<file path="src/rtl/duck_hunt_pkg.sv">
// Shared Duck Hunt constants: FSM state encoding, screen bounds, palette.
package duck_hunt_pkg;

    localparam int SCREEN_W  = 160;
    localparam int SCREEN_H  = 120;
    localparam int MAX_BIRDS = 8;

    localparam logic [2:0] COL_BG   = 3'b000;
    localparam logic [2:0] COL_BIRD = 3'b111;

    typedef enum logic [2:0] {
        IDLE,
        ERASE_START,
        ERASE_WAIT,
        UPDATE,
        SETTLE,
        DRAW_START,
        DRAW_WAIT
    } seq_state_t;

    function automatic logic on_screen(input logic [7:0] x, input logic [6:0] y);
        return (x < 8'(SCREEN_W)) && (y < 7'(SCREEN_H));
    endfunction

endpackage

</file>
<file path="src/rtl/bird_pos_store.sv">
// Per-slot record of where each bird was last drawn; write/set/clear take effect next cycle,
// read is combinational on idx.
module bird_pos_store
    import duck_hunt_pkg::*;
(
    input  logic       clock,
    input  logic       reset,
    input  logic [2:0] idx,
    input  logic       wr_en,
    input  logic [7:0] wr_x,
    input  logic [6:0] wr_y,
    input  logic       set_en,
    input  logic       clr_en,
    output logic [7:0] rd_x,
    output logic [6:0] rd_y,
    output logic       rd_drawn
);

    logic [7:0]           saved_x [MAX_BIRDS];
    logic [6:0]           saved_y [MAX_BIRDS];
    logic [MAX_BIRDS-1:0] drawn;

    always_ff @(posedge clock or posedge reset) begin
        if (reset) begin
            for (int i = 0; i < MAX_BIRDS; i++) begin
                saved_x[i] <= '0;
                saved_y[i] <= '0;
            end
            drawn <= '0;
        end else begin
            if (wr_en) begin
                saved_x[idx] <= wr_x;
                saved_y[idx] <= wr_y;
            end
            if (set_en)
                drawn[idx] <= 1'b1;
            else if (clr_en)
                drawn[idx] <= 1'b0;
        end
    end

    assign rd_x     = saved_x[idx];
    assign rd_y     = saved_y[idx];
    assign rd_drawn = drawn[idx];

endmodule

</file>
<file path="src/rtl/bird_frame_sequencer.sv">
// Per frame: erase every drawn bird, pulse pos_update, then draw every live bird via the shared
// sprite engine; frame_tick while busy is dropped and flagged as frame_overrun.
module bird_frame_sequencer
    import duck_hunt_pkg::*;
#(
    parameter int         NUM_BIRDS   = 4,
    parameter logic [2:0] BG_COLOUR   = COL_BG,
    parameter logic [2:0] BIRD_COLOUR = COL_BIRD
) (
    input  logic                   clock,
    input  logic                   reset,
    input  logic                   frame_tick,
    input  logic [8*NUM_BIRDS-1:0] bird_x,
    input  logic [7*NUM_BIRDS-1:0] bird_y,
    input  logic [NUM_BIRDS-1:0]   bird_alive,
    input  logic [7:0]             spr_x,
    input  logic [6:0]             spr_y,
    input  logic                   spr_valid,
    input  logic                   spr_done,
    output logic                   spr_start,
    output logic [7:0]             spr_base_x,
    output logic [6:0]             spr_base_y,
    output logic                   pos_update,
    output logic [7:0]             vga_x,
    output logic [6:0]             vga_y,
    output logic [2:0]             vga_colour,
    output logic                   vga_plot,
    output logic                   busy,
    output logic                   frame_overrun
);

    localparam logic [2:0] LAST_IDX = 3'(NUM_BIRDS - 1);

    seq_state_t           state;
    logic [2:0]           idx;
    logic                 last_slot;
    logic [7:0]           cur_x [MAX_BIRDS];
    logic [6:0]           cur_y [MAX_BIRDS];
    logic [MAX_BIRDS-1:0] alive;
    logic [7:0]           rd_x;
    logic [6:0]           rd_y;
    logic                 rd_drawn;
    logic                 wr_en;

    // Unused slots read as dead at (0,0) so a 3-bit idx always lands on a defined entry.
    for (genvar i = 0; i < MAX_BIRDS; i++) begin : g_slot
        if (i < NUM_BIRDS) begin : g_used
            assign cur_x[i] = bird_x[8*i +: 8];
            assign cur_y[i] = bird_y[7*i +: 7];
            assign alive[i] = bird_alive[i];
        end else begin : g_unused
            assign cur_x[i] = '0;
            assign cur_y[i] = '0;
            assign alive[i] = 1'b0;
        end
    end

    assign last_slot = (idx == LAST_IDX);
    assign wr_en     = (state == DRAW_START) && alive[idx];

    bird_pos_store u_store (
        .clock    (clock),
        .reset    (reset),
        .idx      (idx),
        .wr_en    (wr_en),
        .wr_x     (cur_x[idx]),
        .wr_y     (cur_y[idx]),
        .set_en   ((state == DRAW_WAIT) && spr_done),
        .clr_en   ((state == ERASE_WAIT) && spr_done),
        .rd_x     (rd_x),
        .rd_y     (rd_y),
        .rd_drawn (rd_drawn)
    );

    // spr_done is only sampled in the WAIT states: the engine still reports idle while start is high.
    always_ff @(posedge clock or posedge reset) begin
        if (reset) begin
            state         <= IDLE;
            idx           <= '0;
            frame_overrun <= 1'b0;
        end else begin
            frame_overrun <= frame_tick && (state != IDLE);
            case (state)
                IDLE: if (frame_tick) begin
                    state <= ERASE_START;
                    idx   <= '0;
                end
                ERASE_START: begin
                    if (rd_drawn) begin
                        state <= ERASE_WAIT;
                    end else if (last_slot) begin
                        state <= UPDATE;
                        idx   <= '0;
                    end else begin
                        idx <= idx + 3'd1;
                    end
                end
                ERASE_WAIT: if (spr_done) begin
                    if (last_slot) begin
                        state <= UPDATE;
                        idx   <= '0;
                    end else begin
                        state <= ERASE_START;
                        idx   <= idx + 3'd1;
                    end
                end
                UPDATE: state <= SETTLE;
                SETTLE: begin
                    state <= DRAW_START;
                    idx   <= '0;
                end
                DRAW_START: begin
                    if (alive[idx]) begin
                        state <= DRAW_WAIT;
                    end else if (last_slot) begin
                        state <= IDLE;
                        idx   <= '0;
                    end else begin
                        idx <= idx + 3'd1;
                    end
                end
                DRAW_WAIT: if (spr_done) begin
                    if (last_slot) begin
                        state <= IDLE;
                        idx   <= '0;
                    end else begin
                        state <= DRAW_START;
                        idx   <= idx + 3'd1;
                    end
                end
                default: begin
                    state <= IDLE;
                    idx   <= '0;
                end
            endcase
        end
    end

    // Draw launches use the live position; once captured, the stored copy holds the anchor steady.
    always_comb begin
        spr_base_x = '0;
        spr_base_y = '0;
        case (state)
            ERASE_START, ERASE_WAIT, DRAW_WAIT: begin
                spr_base_x = rd_x;
                spr_base_y = rd_y;
            end
            DRAW_START: begin
                spr_base_x = cur_x[idx];
                spr_base_y = cur_y[idx];
            end
            default: ;
        endcase
    end

    assign spr_start  = ((state == ERASE_START) && rd_drawn) || wr_en;
    assign pos_update = (state == UPDATE);
    assign busy       = (state != IDLE);
    assign vga_x      = spr_x;
    assign vga_y      = spr_y;
    assign vga_colour = (state == DRAW_WAIT) ? BIRD_COLOUR : BG_COLOUR;
    assign vga_plot   = spr_valid && ((state == ERASE_WAIT) || (state == DRAW_WAIT))
                        && on_screen(spr_x, spr_y);

endmodule

</file>
<file path="config.mk">
export PLATFORM = sky130hd
export DESIGN_NAME = bird_frame_sequencer
export DESIGN_NICKNAME = d
export VERILOG_FILES = /design/src/rtl/duck_hunt_pkg.sv /design/src/rtl/bird_pos_store.sv /design/src/rtl/bird_frame_sequencer.sv
export SDC_FILE = /design/constraint.sdc
export NUM_CORES = 1
export LEC_CHECK = 0
export CAP_MARGIN = 40
export CORE_ASPECT_RATIO = 0.6
export CORE_MARGIN = 3
export CORE_UTILIZATION = 49
export DETAILED_ROUTE_END_ITERATION = 8
export PLACE_DENSITY = 0.74
export SLEW_MARGIN = 20
export SYNTH_ARGS = -nofsm -noshare
export SYNTH_HDL_FRONTEND = slang
export SYNTH_SLANG_ARGS = --single-unit
</file>
<file path="constraint.sdc">
create_clock -name clock -period 6.3 [get_ports clock]
set_clock_uncertainty 0.1 [all_clocks]
set_input_delay 1.26 -clock clock [delete_from_list [all_inputs] [get_ports clock]]
set_output_delay 1.26 -clock clock [all_outputs]
set_load 0.02 [all_outputs]
</file>
==> flow_summary.ini, run 1 <==
[run_status]
outcome = complete, no violations

[cts]
htree_levels = 4
cts_hold_buf = 0
post_cts_resized = 0
cts_sinks = 135
root_buffer = clkbuf_16
clkLatencyLatePin_ns = 0.42
clock_path_buffers = 2
post_cts_buffers = 0
cts_buffers = 17
cts_tree = built
path_clk_slew_ns = 0.06

[synthesis]
synth_common_cells = 135 x dfrtp_1, 79 x clkbuf_1, 74 x mux2_2, 26 x o22ai_1, 24 x buf_4
synthFlopType = dfrtp_1
synth.area.top_cells = dfrtp_1 50%, mux2_2 12%, mux4_2 6.4%
synth_top_area_frac = 0.503
yosysMostFrequentCell = dfrtp_1
seq_area_frac_synth = 0.503
async_reset_ff_frac = 1.00
syn_avg_cell_area_um2 = 11.9
ys_ff_latch = 135
syn-num-nets = 651
yosysTopAreaCell = dfrtp_1
synthCells = 566
synth_edf_count = 0
yosys_warnings = 0
synth_area_um2 = 6710
synth_cell_types = 48

[global_route]
grt_pass1_vias = 4751
antenna_found_initial = 0
grt_max_degree = 51
grt_usage = 0.221
grt_first_pass_wirelength_um = 26000
grt-ovfl-total = 0

[pwr]
pwr-share-clk = 0.285
p_int_mw = 2.70
p_sw_frac = 0.336
p_sw_mw = 1.37
p_leak_nw = 3.53
power_frac_comb = 0.409
peakVddDrop_mv = 0.231
p_per_area_nw_per_um2 = 489
pwr-share-seq = 0.306

[setup_path]
crit_fanout = 41
regToRegStartpoint = state[0]
reg2reg_depth = 7
worstPathArrival_ns = 3.23
cp-end-kind = output port
r2r-end = u_store.saved_y[35]
crit_required_ns = 4.94
reg2reg_slack_ns = 3.31
path_class = reg -> out
crit_path_start_kind = flop

[timing]
finalHoldViolCount = 0
fin_tns_setup_ns = 0
period_share = 0.728
min_period_ns = 4.59
max_freq_mhz = 218
worst_slew_pin_slew_ns = 0.822
slew_headroom = 0.452
drv_slew = 0
rsz0062_at_grt = false
setup_viol = 0

[routing]
route.detailed.drc = 0
dr.pass1.iters = 5
first_iter_violations = 273
vias = 4617
viasPerCell = 5.96
antenna_left = 0
drt-wirelength-per-cell_um = 21.2
wl_um = 16400

[worst_hold_path]
min-delay-start = u_store.saved_x[14]
min_to = u_store.saved_x[14]
hold_class = reg -> reg
whs_path_depth = 0

[floorplanning]
ios = 122
fp.dieH_um = 96.7
core_area_um2 = 13100
rows = 32
die_area_um2 = 15200
start_util = 0.511
chipWidth_um = 157

[placed_design]
gp_congestion = 0.800
place.port_buffers = 105
hpwl_um = 10700
placed_area_um2 = 7580

[cells_and_area]
antenna_cells = 0
stdcell_area_um2 = 8320
fill_cells = 979
layout-drive-gt1-share = 0.264
multi_input_area_um2 = 2770
area_growth_syn_to_layout_pct = 24.0
final_nets = 677
seq_area_um2 = 3380

[flow_run]
maxCapViolCount = 0
final cells by class:
type,count,share of cell area
clock inverters,11,0.0262
inverters,7,0.00346
repair buffers,119,0.147
multi-input cells,312,0.333
well taps,170,0.0256
clock buffers,21,0.0577
flip-flops and latches,135,0.406
critical path: stages, from the launching register on:
cell	delay [ns]
dfrtp_2	0.89
nand2b_1	0.62
o22a_1	0.22
nor2_1	0.04
a21oi_1	0.20
a32o_1	0.21
clkdlybuf4s50_1	0.60
cells in the final DEF, fill, tap and decap left out, drive strengths merged, types with 2 or more instances in the layout:
cell / n
dfrtp: 135
clkdlybuf4s50: 105
mux2: 85
o22ai: 26
nand2: 23
clkbuf: 21
mux2i: 20
mux4: 19
nor2b: 19
o21ai: 19
a21oi: 15
nor2: 15
buf: 14
nand2b: 9
o221ai: 8
a32o: 7
inv: 7
nor3: 7
bufinv: 6
o211ai: 5
a22o: 4
or2: 4
and2: 3
nand3: 3
nand3b: 3
a31oi: 3
clkinv: 3
or3: 2
o22a: 2
clkinvlp: 2
registers in the layout, summed over array words and instances (netlist names), named ones only:
name             cells
u_store.saved_x     64
u_store.saved_y     56
idx                  3
state                3
frame_overrun        1
through the flow:
step                      power [mW]  std cells  worst slack [ns]   util  hold WS [ns]
after global routing            4.27        775              1.58  0.634         0.278
after global placement          2.79        736              1.77  0.571         0.258
after floorplan                 2.35        566              1.33      -         0.320
after CTS                       4.05        773              1.39  0.631         0.273
after detailed placement        2.87        741              1.74  0.578         0.260
final                           4.07        775              1.71  0.634         0.270
worst max path at each step:
| stage | startpoint | endpoint |
|---|---|---|
| after floorplan | reset | asynchronous set/reset pin |
| after global routing | idx[2] | spr_base_y[0] |
| final | idx[2] | spr_base_y[0] |
| after CTS | idx[0] | spr_base_y[2] |
| after detailed placement | bird_y[14] | spr_base_y[0] |
| after global placement | bird_y[21] | spr_base_y[0] |
logic make-up after synthesis:
family	count (synthesis)	share of synthesized area
muxes	124	0.242
buffers and inverters	119	0.0837
DFF	135	0.503
AOI/OAI and AO/OA	96	0.0954
and+or+nand+nor	91	0.0742
adders and majority gates	1	0.00186
power groups by stage:
stage / Clock [mW] / Combinational [mW] / Sequential, mW
4_1_cts: 1.16 / 1.58 / 1.30
2_1_floorplan: 0 / 1.18 / 1.18
3_5_place_dp: 0 / 1.56 / 1.31
6_report: 1.16 / 1.66 / 1.24
5_1_grt: 1.21 / 1.79 / 1.27
3_3_place_gp: 0 / 1.50 / 1.29
per-layer routing:
metal	global-route usage	share of wire	wire length, µm
met2	0.334	0.46	7500
met4	0.0793	0.020	325
met3	0.0527	0.080	1310
met1	0.315	0.44	7290
met5	0	0	0
No activity file was read; power rests on OpenSTA's default activity.
==> run 2: changes to the inputs <==
--- a/config.mk
+++ b/config.mk
@@ -8,9 +8,9 @@
 export CAP_MARGIN = 40
 export CORE_ASPECT_RATIO = 0.6
 export CORE_MARGIN = 3
-export CORE_UTILIZATION = 49
+export CORE_UTILIZATION = 48
 export DETAILED_ROUTE_END_ITERATION = 8
-export PLACE_DENSITY = 0.74
+export PLACE_DENSITY = 0.76
 export SLEW_MARGIN = 20
 export SYNTH_ARGS = -nofsm -noshare
 export SYNTH_HDL_FRONTEND = slang
==> constraint.sdc (replaced) <==
create_clock -name clock -period 3.8 [get_ports clock]
set_clock_uncertainty 0.1 [all_clocks]
set_input_delay 0.76 -clock clock [delete_from_list [all_inputs] [get_ports clock]]
set_output_delay 0.76 -clock clock [all_outputs]
set_load 0.02 [all_outputs]
==> run 2 against run 1 <==
Against the previous run: combinational power is 68% higher; power up 60%; sequential share of layout area grew 0.067 points; die area up 2.0%; critical path type unchanged; critical endpoint is now spr_base_x[4]; largest cell class unchanged; largest power group unchanged; highest routed layer unchanged.
==> flow_summary.ini, run 2 (synthesis results as in run 1) <==
[routing]
vias = 4519
route.detailed.drc = 0
drt-wirelength-per-cell_um = 20.2
dr.pass1.iters = 6
viasPerCell = 5.63
first_iter_violations = 214
antenna_left = 0
wl_um = 16200

[cts]
cts_hold_buf = 0
cts_buffers = 17
clkLatencyLatePin_ns = 0.42
cts_tree = built
cts_sinks = 135
root_buffer = clkbuf_16
clock_path_buffers = 2
post_cts_buffers = 0
htree_levels = 4
path_clk_slew_ns = 0.07
post_cts_resized = 0

[setup_path]
path_class = reg -> out
reg2reg_depth = 7
r2r-end = u_store.saved_x[57]
reg2reg_slack_ns = 1.26
cp-end-kind = output port
crit_fanout = 13
crit_path_start_kind = flop
regToRegStartpoint = state[0]
crit_required_ns = 2.94
worstPathArrival_ns = 2.83

[cells_and_area]
area_growth_syn_to_layout_pct = 23.8
top_regs = u_store.saved_x (64), u_store.saved_y (56)
final_nets = 687
antenna_cells = 0
final_util = 0.627
layout_common_cells = 132 x dfrtp_1, 105 x clkdlybuf4s50_1, 74 x mux2_2, 26 x o22ai_1, 23 x nand2_1
fin_cells = 802
fill_cells = 1004
stdcell_area_um2 = 8310
largest-register = u_store.saved_x
layout_commonest_cell = dfrtp_1
largest_reg_flops = 64
layout-drive-gt1-share = 0.276

[timing]
min_period_ns = 3.69
finalHoldViolCount = 0
fin_ws_ns = 0.107
worst_slew_pin_slew_ns = 0.582
fin_tns_setup_ns = 0
slew_headroom = 0.610
setup_viol = 0
drv_slew = 0
rsz0062_at_grt = false
period_share = 0.972
hold-worst-slack_ns = 0.273
max_freq_mhz = 271

[worst_hold_path]
min-delay-start = u_store.saved_x[13]
hold_class = reg -> reg
whs_path_depth = 0
min_to = u_store.saved_x[13]

[global_route]
antenna_found_initial = 0
grt_max_degree = 81
grt_first_pass_wirelength_um = 25900
grt_usage = 0.217
grt_pass1_vias = 4771
grt-ovfl-total = 0

[placed_design]
dp_cells = 770
dpl_worst_slack_ns = 0.269
place.port_buffers = 105
placed_area_um2 = 7700
hpwl_um = 10800
gp_congestion = 0.832

[pwr]
p_per_area_nw_per_um2 = 785
pwr-share-clk = 0.258
p_sw_mw = 2.32
peakVddDrop_mv = 0.302
p_sw_frac = 0.356
p_int_mw = 4.20
pwr-share-seq = 0.315
total_power_mw = 6.52
p_leak_nw = 3.52
power_frac_comb = 0.427

[floorplanning]
die_area_um2 = 15500
rows = 32
start_util = 0.507
core_area_um2 = 13300
chipWidth_um = 159
ios = 122
fp.dieH_um = 97.6

[run_status]
outcome = complete, no violations

[flow_run]
maxCapViolCount = 0
## run 2: changes by cell type in the layout (fill, tap and decap cells not counted), sizes merged
| cell | delta |
|---|---|
| bufinv | -4 |
| clkinvlp | +1 |
| buf | +10 |
| inv | +4 |
| clkinv | +2 |
| clkbuf | -3 |
## run 2: worst max-delay path by stage
stage | start | end | slack, ns | cells past startpoint
floorplan | idx[0] | spr_base_y[1] | 1.10 | 7
finish | idx[0] | spr_base_x[4] | 0.11 | 6
global placement | bird_y[0] | spr_base_y[0] | 0.26 | 5
detailed placement | bird_y[0] | spr_base_y[0] | 0.27 | 5
global route | idx[0] | spr_base_x[4] | 0.02 | 6
CTS | idx[0] | spr_base_x[4] | 0.11 | 6
## run 2: critical path: stages, from the launching register on
cell and delay, ns:
dfrtp_2 0.52, buf_4 0.24, or2_2 0.41, o221ai_1 0.27, o21ai_0 0.13, a32o_1 0.29
clkdlybuf4s50_1 0.55
## run 2: final cells by class
class | count | area, µm² | area share
flip-flops and latches | 135 | 3380 | 0.407
multi-input cells | 312 | 2770 | 0.334
clock buffers | 18 | 439 | 0.0529
well taps | 187 | 234 | 0.0282
repair buffers | 129 | 1280 | 0.155
inverters | 7 | 30.0 | 0.00361
clock inverters | 14 | 165 | 0.0199
## run 2: power by group through the flow
| stage | sequential (mW) | clock [mW] | combinational, mW |
|---|---|---|---|
| finish | 2.06 | 1.68 | 2.79 |
| CTS | 2.05 | 1.70 | 2.78 |
| global route | 2.10 | 1.76 | 2.99 |
| floorplan | 1.95 | 0 | 1.95 |
| global placement | 2.04 | 0 | 2.68 |
| detailed placement | 2.07 | 0 | 2.76 |
## run 2: routing by layer
layer	GRT usage	wire length, µm	vias to the layer above	part of all wire
met5	0	0	-	0
met4	0.0588	210	0	0.013
met3	0.0579	1140	22	0.070
met1	0.314	7520	2268	0.47
li1	-	-	2055	-
met2	0.323	7300	174	0.45
==> run 3: changes to the inputs <==
--- a/config.mk
+++ b/config.mk
@@ -5,13 +5,15 @@
 export SDC_FILE = /design/constraint.sdc
 export NUM_CORES = 1
 export LEC_CHECK = 0
-export CAP_MARGIN = 40
+export CAP_MARGIN = 20
 export CORE_ASPECT_RATIO = 0.6
 export CORE_MARGIN = 3
-export CORE_UTILIZATION = 48
+export CORE_UTILIZATION = 49
 export DETAILED_ROUTE_END_ITERATION = 8
 export PLACE_DENSITY = 0.76
+export SETUP_SLACK_MARGIN = 0.15
 export SLEW_MARGIN = 20
 export SYNTH_ARGS = -nofsm -noshare
 export SYNTH_HDL_FRONTEND = slang
+export SYNTH_HIERARCHICAL = 1
 export SYNTH_SLANG_ARGS = --single-unit
==> run 3 against run 2 <==
Against the previous run: register-to-register slack got worse by 0.86 ns; synthesized cell count fell by 11%; clock power rose by 12%; critical path type unchanged; largest power group unchanged.
==> flow_summary.ini, run 3 <==
[synthesis]
yosysTopAreaCell = dfrtp_1
synthCells = 501
yosysMostFrequentCell = dfrtp_1
synth_cell_types = 55
yosys_warnings = 6
seq_area_frac_synth = 0.461
synth_top_area_frac = 0.461
synth_common_cells = 135 x dfrtp_1, 125 x mux2_2, 37 x mux4_2, 23 x buf_4
synth_area_um2 = 7320
synthFlopType = dfrtp_1
synth_edf_count = 0
syn_avg_cell_area_um2 = 14.6
async_reset_ff_frac = 1.00
syn-num-nets = 586
ys_ff_latch = 135
synth.area.top_cells = dfrtp_1 46%, mux2_2 19%, mux4_2 11%

[routing]
wl_um = 18800
route.detailed.drc = 0
viasPerCell = 5.95
vias = 4846
dr.pass1.iters = 5
first_iter_violations = 411
drt-wirelength-per-cell_um = 23.1
antenna_left = 0

[cts]
cts_sinks = 135
htree_levels = 4
root_buffer = clkbuf_16
cts_hold_buf = 0
cts_tree = built
clkLatencyLatePin_ns = 0.40
clock_path_buffers = 2
path_clk_slew_ns = 0.06
cts_buffers = 17

[placed_design]
gp_congestion = 0.896
place.port_buffers = 105
hpwl_um = 11800

[global_route]
gr-usage-met2 = 0.390
grt_pass1_vias = 5224
busiest_layer = met2
antenna_found_initial = 0
grt-ovfl-total = 0
use_met3 = 0.0402
use_met1 = 0.327
grt_usage = 0.235
grt_max_degree = 53
grt_first_pass_wirelength_um = 29400

[flow_run]
maxCapViolCount = 0

[setup_path]
regToRegStartpoint = idx[0]
worstPathArrival_ns = 2.72
path_class = reg -> out
cp-end-kind = output port
r2r-end = u_store/saved_x[5]
endpoint = spr_base_y[1]
reg2reg_slack_ns = 0.40
crit_required_ns = 2.94
crit_path_start_kind = flop
critPathLaunch = idx[0]
crit_fanout = 8
reg2reg_depth = 7

[worst_hold_path]
hold_class = reg -> reg
min-delay-start = u_store/saved_x[37]

[timing]
max_freq_mhz = 279
setup_viol = 0
worst_slew_pin_slew_ns = 0.794
finalHoldViolCount = 0
drv_slew = 0
min_period_ns = 3.58
slew_headroom = 0.469
rsz0062_at_grt = true
period_share = 0.943
fin_tns_setup_ns = 0

[run_status]
outcome = complete, no violations

[cells_and_area]
top_regs = u_store/saved_x (64), u_store/saved_y (56)
area_growth_syn_to_layout_pct = 27.4
largest_reg_flops = 64
largest-register = u_store/saved_x
final_nets = 695
layout_commonest_cell = dfrtp_1
layout-drive-gt1-share = 0.426
layout_common_cells = 132 x dfrtp_1, 125 x mux2_2, 102 x clkdlybuf4s50_1, 37 x mux4_2, 26 x buf_4
antenna_cells = 0
fill_cells = 1009

[floorplanning]
start_util = 0.519
fp.dieH_um = 101
ios = 122
die_area_um2 = 16500
core_area_um2 = 14100
rows = 33
chipWidth_um = 164

[pwr]
p_leak_nw = 4.15
p_per_area_nw_per_um2 = 741
peakVddDrop_mv = 0.584
total_power_mw = 6.91
[run 3: changes by cell type in the layout (fill, tap and decap cells not counted), moves of 6 or more]
cell and change:
buf_4 +7, nor2b_1 -10, mux4_2 +18, nand2_1 -19, mux2_2 +51, mux2i_1 -15, o22ai_1 -25, o221ai_1 -8
a32o_1 -6, a22o_1 +12, a21oi_1 -12, mux4_1 +8
[run 3: cell families (layout without fill, tap and decap cells)]
kind of cell,Yosys count,count (layout),share of synthesized area
simple gates,63,63,0.0571
mux,187,187,0.366
fa+ha+maj,1,1,0.00171
compound gates,57,57,0.0598
flops,135,135,0.461
buf+inv,58,179,0.0540
[run 3: worst min-delay path by stage]
| stage | endpoint | slack, ns | cells past startpoint |
|---|---|---|---|
| 2_1_floorplan | flop | 0.36 | 1 |
| 3_3_place_gp | flop | 0.37 | 1 |
| 3_5_place_dp | flop | 0.39 | 2 |
| 4_1_cts | flop | 0.40 | 2 |
| 5_1_grt | u_store/saved_x[10] | 0.41 | 1 |
| 6_report | u_store/saved_x[37] | 0.40 | 1 |
[run 3: layer usage]
layer  vias to the layer above  share of wire
met3                        15          0.055
met4                         0         0.0062
met1                      2565           0.44
met5                         -              0
met2                       160           0.50
li1                       2106              -
[run 3: worst max-delay path: stages, from the launching register on]
cell and delay [ns]:
dfrtp_4 0.45, buf_12 0.13, buf_4 0.20, mux4_2 0.53
mux2_2 0.28, a22o_1 0.21, clkdlybuf4s50_1 0.53
[run 3: repair_timing]
item                                   CTS  global route
setup endpoints to repair               15             9
gates resized for setup                  6             3
cloned                                   0             0
endpoints found under the hold margin    0             0
buffers inserted                         7             1
pin swaps                                0             0
[run 3: layout make-up]
cell class	instances	area (µm²)	share of cell area
Multi-Input combinational cell	308	3560	0.382
Sequential cell	135	3390	0.363
Timing Repair Buffer	141	1430	0.154
Clock buffer	19	453	0.0485
Tap cell	192	240	0.0257
Clock inverter	12	223	0.0239
Inverter	7	30.0	0.00322
[run 3: per-stage QoR]
stage / std cells / hold WS, ns / area, µm² / setup slack, ns / utilization
3_5_place_dp: 775 / 0.391 / 8540 / 0.149 / 0.605
5_1_grt: 814 / 0.413 / 9330 / 0.127 / 0.661
3_3_place_gp: 775 / 0.372 / 8540 / 0.185 / 0.605
4_1_cts: 813 / 0.404 / 9310 / 0.165 / 0.659
6_report: 814 / 0.403 / 9330 / 0.217 / 0.661
2_1_floorplan: 501 / 0.361 / 7330 / 1.04 / -
[run 3: power by group]
group / total (mW) / leakage, nW / switching (mW) / internal [mW]
registers: 2.04 / 1.77 / 0.242 / 1.79
logic: 3.00 / 2.05 / 1.39 / 1.61
clock network: 1.88 / 0.325 / 0.617 / 1.26
